**src/rtl/four_digit_led_driver_pkg.sv**
```systemverilog
// Shared constants for the 4-digit 7-segment display driver.
// Segment patterns are {a,b,c,d,e,f,g}, active-low (0 = lit).
package four_digit_led_driver_pkg;

  localparam logic [6:0] SEG_0 = 7'b0000001;
  localparam logic [6:0] SEG_1 = 7'b1001111;
  localparam logic [6:0] SEG_2 = 7'b0010010;
  localparam logic [6:0] SEG_3 = 7'b0000110;
  localparam logic [6:0] SEG_4 = 7'b1001100;
  localparam logic [6:0] SEG_5 = 7'b0100100;
  localparam logic [6:0] SEG_6 = 7'b0100000;
  localparam logic [6:0] SEG_7 = 7'b0001111;
  localparam logic [6:0] SEG_8 = 7'b0000000;
  localparam logic [6:0] SEG_9 = 7'b0000100;
  localparam logic [6:0] SEG_A = 7'b0001000;
  localparam logic [6:0] SEG_B = 7'b1100000;
  localparam logic [6:0] SEG_C = 7'b0110001;
  localparam logic [6:0] SEG_D = 7'b1000010;
  localparam logic [6:0] SEG_E = 7'b0110000;
  localparam logic [6:0] SEG_F = 7'b0111000;

  localparam logic [6:0] SEG_BLANK = 7'h7F;
  localparam logic       ANODE_OFF = 1'b1;

  // Low two bits of the scan counter.
  localparam logic [1:0] PHASE_LOAD  = 2'b11;
  localparam logic [1:0] PHASE_SHOW1 = 2'b10;
  localparam logic [1:0] PHASE_SHOW0 = 2'b01;

endpackage

```
**src/rtl/four_digit_led_driver_led_decoder.sv**
```systemverilog
// Hex nibble to active-low 7-segment pattern {a,b,c,d,e,f,g}.
module led_decoder
  import four_digit_led_driver_pkg::*;
(
  input  logic [3:0] char,
  output logic [6:0] led
);

  // Every nibble value maps to a lit glyph; the case is complete.
  always_comb begin
    unique case (char)
      4'h0: led = SEG_0;
      4'h1: led = SEG_1;
      4'h2: led = SEG_2;
      4'h3: led = SEG_3;
      4'h4: led = SEG_4;
      4'h5: led = SEG_5;
      4'h6: led = SEG_6;
      4'h7: led = SEG_7;
      4'h8: led = SEG_8;
      4'h9: led = SEG_9;
      4'hA: led = SEG_A;
      4'hB: led = SEG_B;
      4'hC: led = SEG_C;
      4'hD: led = SEG_D;
      4'hE: led = SEG_E;
      4'hF: led = SEG_F;
    endcase
  end

endmodule

```
**src/rtl/four_digit_led_driver.sv**
```systemverilog
// Time-multiplexed driver for a 4-digit common-anode 7-segment display.
// A 4-bit down counter gives slot (bits 3:2) and phase (bits 1:0). Each slot
// spends one guard cycle loading segments, two cycles with its anode on and
// one blank guard cycle, so segments only move while all anodes are dark.
module four_digit_led_driver
  import four_digit_led_driver_pkg::*;
#(
  parameter logic [3:0] DIGIT3 = 4'h0,
  parameter logic [3:0] DIGIT2 = 4'h1,
  parameter logic [3:0] DIGIT1 = 4'h2,
  parameter logic [3:0] DIGIT0 = 4'h3
) (
  input  logic reset,
  input  logic clk,
  output logic an3,
  output logic an2,
  output logic an1,
  output logic an0,
  output logic a,
  output logic b,
  output logic c,
  output logic d,
  output logic e,
  output logic f,
  output logic g
);

  logic [3:0] cnt_q, cnt_d;
  logic [3:0] an_q, an_d;
  logic [6:0] seg_q, seg_d;
  logic [3:0] char_sel;
  logic [6:0] char_led;

  // Select the digit for the slot currently being scanned.
  always_comb begin
    char_sel = DIGIT0;
    unique case (cnt_q[3:2])
      2'd3: char_sel = DIGIT3;
      2'd2: char_sel = DIGIT2;
      2'd1: char_sel = DIGIT1;
      2'd0: char_sel = DIGIT0;
    endcase
  end

  led_decoder u_led_decoder (
    .char (char_sel),
    .led  (char_led)
  );

  // Next counter value; anodes are decoded from it so the registered anodes
  // always match the counter value they sit beside.
  always_comb begin
    cnt_d = cnt_q - 4'd1;
    an_d  = {4{ANODE_OFF}};
    if (cnt_d[1:0] == PHASE_SHOW1 || cnt_d[1:0] == PHASE_SHOW0) begin
      an_d[cnt_d[3:2]] = 1'b0;
    end
    seg_d = seg_q;
    if (cnt_q[1:0] == PHASE_LOAD) begin
      seg_d = char_led;
    end
  end

  // Counter, anode and segment flops; reset blanks the display at once.
  always_ff @(posedge clk or posedge reset) begin
    if (reset) begin
      cnt_q <= 4'hF;
      an_q  <= {4{ANODE_OFF}};
      seg_q <= SEG_BLANK;
    end else begin
      cnt_q <= cnt_d;
      an_q  <= an_d;
      seg_q <= seg_d;
    end
  end

  assign {an3, an2, an1, an0} = an_q;
  assign {a, b, c, d, e, f, g} = seg_q;

endmodule

```
**config.mk**
```make
export PLATFORM = sky130hd
export DESIGN_NAME = four_digit_led_driver
export DESIGN_NICKNAME = d
export VERILOG_FILES = /design/src/rtl/four_digit_led_driver_pkg.sv /design/src/rtl/four_digit_led_driver_led_decoder.sv /design/src/rtl/four_digit_led_driver.sv
export SDC_FILE = /design/constraint.sdc
export NUM_CORES = 1
export LEC_CHECK = 0
export BUFFER_PORTS_ARGS = -buffer_cell sky130_fd_sc_hd__buf_4
export CAP_MARGIN = 5
export CELL_PAD_IN_SITES_DETAIL_PLACEMENT = 1
export CELL_PAD_IN_SITES_GLOBAL_PLACEMENT = 2
export CORE_ASPECT_RATIO = 0.9
export CORE_MARGIN = 3
export CORE_UTILIZATION = 35
export DETAILED_ROUTE_END_ITERATION = 8
export PLACE_DENSITY_LB_ADDON = 0.1
export SLEW_MARGIN = 20
export SYNTH_ARGS = -nofsm -noshare
export SYNTH_HDL_FRONTEND = slang
export SYNTH_SLANG_ARGS = --single-unit
```
**constraint.sdc**
```tcl
create_clock -name clk -period 4.98 [get_ports clk]
set_input_delay 0.996 -clock clk [delete_from_list [all_inputs] [get_ports clk]]
set_output_delay 0.996 -clock clk [all_outputs]
set_load 0.01 [all_outputs]
```
==> results.py <==
metrics = {
    "floorplanning": {
        "fp-row-count": 14,
        "fp.dieW_um": 51.9,
        "core_area_sq_mm": 0.00173,
        "ios": 13,
        "dieArea_sq_mm": 0.00245,
        "die_h_um": 47.3,
        "start_util_pct": 38.2,
    },
    "power": {
        "peakVddDrop_v": 0.000171,
        "leakage_nw": 0.366,
        "p_per_area_mw_per_mm2": 250,
    },
    "drt": {
        "vias": 449,
        "vias_per_cell": 4.73,
        "drc": 0,
        "wl_um": 1200,
        "drtIter0Drc": 2,
        "dr.pass1.iters": 3,
        "postRouteAntennaNets": 0,
        "routedWlPerCell_um": 12.7,
    },
    "clock_network": {
        "cts_buffer_depth": 2,
        "tritoncts": "built",
        "post-cts-setup-buffers": 0,
        "clk_pin_slew_worst_paths_ns": 0.08,
        "numCtsBuffers": 3,
        "cts-root-buf": "clkbuf_4",
        "insertion_delay_ns": 0.27,
        "clock_sinks": 14,
        "hold_buffers": 0,
        "htree_levels": 1,
        "cts_resized": 0,
    },
    "worst_setup_path": {
        "cp-start-kind": "register",
        "path_class": "reg2out",
        "critPathMaxFanout": 3,
        "critPathRequiredTime_ns": 3.98,
        "cp-end-kind": "output pin",
        "path_buf_inv": 1,
        "worstPathArrival_ns": 0.94,
        "crit_chain": "buf_4",
        "crit_family": "flip-flops",
        "worst_path_max_delay_cell": "dfstp_2",
        "slowest_delay_ns": 0.55,
    },
    "sta": {
        "slew_headroom_pct": 63.6,
        "maxSlewViolCount": 0,
        "finClkSkew_ns": 0.00175,
        "fin_crit_ns": 1.93,
        "fin_crit_sh_pct": 38.8,
        "finalSetupTns_ns": 0,
        "tightest_slew_ns": 0.546,
        "fmax_ghz": 0.517,
        "grt_setup_unrepaired": "no",
        "setup_viol": 0,
        "finalHoldViolCount": 0,
    },
    "global_route": {
        "grt_pass1_vias": 428,
        "grt_pass1_wl_um": 1960,
        "grt_max_degree": 15,
        "antenna_found_initial": 0,
        "grt_use_total_pct": 11.6,
        "grt-ovfl-total": 0,
    },
    "placed_design": {
        "io_buffers": 12,
        "gp_congestion": 0.706,
        "dpl.hpwl_um": 861,
        "numPlacedInstances": 91,
    },
    "logic_synthesis": {
        "synth_fp_nets": 63,
        "syn_area_per_cell_sq_um": 11.2,
        "syn_inst": 59,
        "synth.most_common_cell": "dfstp_2",
        "synth_edf_count": 0,
        "yosys_warnings": 0,
        "synth_seq_cells": 14,
        "async_flop_share_pct": 100,
        "synthTopCellsByCount": "dfstp_2, inv_1, and3_1",
        "synth_top_area_share_pct": 55.5,
        "yosys_most_used_dff": "dfstp_2",
        "yosys.area.top_type": "dfstp_2",
        "yosysUniqueCellTypes": 26,
        "ys_seq_area_share_pct": 55.5,
        "synthTopCellsByArea": "dfstp_2, inv_1, xor2_1, and3_1, ha_1",
        "netlist_area_sq_um": 663,
    },
    "flow_run": {
        "maxCapViolCount": 0,
    },
    "cells_and_area": {
        "drive_gt1_share_pct": 43.7,
        "syn2layout_area_growth_pct": 19.4,
        "diodes": 0,
        "layout.nets": 76,
        "layoutNonFillerInstCount": 95,
    },
    "hold_path": {
        "hold_class": "reg2reg",
    },
    "status": {
        "status": "complete, no violations",
    },
}
## cell type report
| cell class | instances | area, sq um |
|---|---|---|
| sequential | 14 | 368 |
| multi-input combinational | 33 | 238 |
| inverter | 8 | 30.0 |
| fill | 196 | 942 |
| clock buffer | 4 | 36.3 |
| timing repair buffer | 12 | 90.1 |
| tap | 24 | 30.0 |
## stage by stage
stage / utilization (%) / hold slack (ns) / power (mW) / instance area [sq um] / setup WS [ns]
6_report: 45.7 / 0.472 / 0.198 / 792 / 3.05
4_1_cts: 45.7 / 0.478 / 0.201 / 792 / 3.03
5_1_grt: 45.7 / 0.508 / 0.208 / 792 / 3.01
3_3_place_gp: 43.6 / 0.455 / 0.119 / 756 / 3.26
2_1_floorplan: - / 0.470 / 0.118 / 663 / 3.32
3_5_place_dp: 43.6 / 0.459 / 0.119 / 756 / 3.23
## kinds of logic (layout without fill, tap and decap cells)
family                   count (synthesis)  in the layout  share of synthesized area (%)
AO/OA/AOI/OAI                           11             11                           11.1
XOR/XNOR                                 3              3                           3.96
adder cells (fa/ha/maj)                  2              2                           3.77
buffers and inverters                   12             24                           8.68
flip-flops                              14             14                           55.5
multiplexers                             1              1                           1.51
AND/OR/NAND/NOR                         16             16                           15.5
## power by group
group | switching [mW] | internal (mW)
Sequential | 0 | 0.114
Combinational | 0.00228 | 0.000536
Clock | 0.0366 | 0.0444
Total | 0.0389 | 0.159
## metal layers
| metal | global-route usage, % | up-vias | routed length [um] |
|---|---|---|---|
| met1 | 14.8 | 212 | 585 |
| met4 | 6.28 | 0 | 16 |
| met2 | 16.5 | 13 | 517 |
| met5 | 0 | - | 0 |
| li1 | - | 222 | - |
| met3 | 5.08 | 2 | 84 |
## flip-flops by register name, summed over array words and instances (netlist names)
register / flops
seg_q: 6
cnt_q: 4
an_q: 4
## cells in the final DEF (no fill, tap or decap), drive strengths merged, types with 3 or more instances in the layout
master / synthesis / routed
and3: 4 / 4
buf: 3 / 12
clkbuf: 1 / 4
dfstp: 14 / 14
inv: 8 / 8
nor2b: 3 / 3
xor2: 3 / 3
## worst paths after layout
check | slack (ns) | startpoint | cells past startpoint | end
setup / recovery | 3.05 | seg_q[3] | 1 | a
hold / removal | 0.47 | seg_q[2] | 2 | seg_q[2]
setup reg to reg | 3.19 | cnt_q[0] | 5 | an_q[2]
hold reg to reg | 0.47 | seg_q[2] | 2 | seg_q[2]
max in group asynchronous | 3.85 | reset | 2 | seg_q[0]
min in group asynchronous | 1.10 | reset | 2 | cnt_q[2]
No activity file was read; power rests on OpenSTA's default activity.
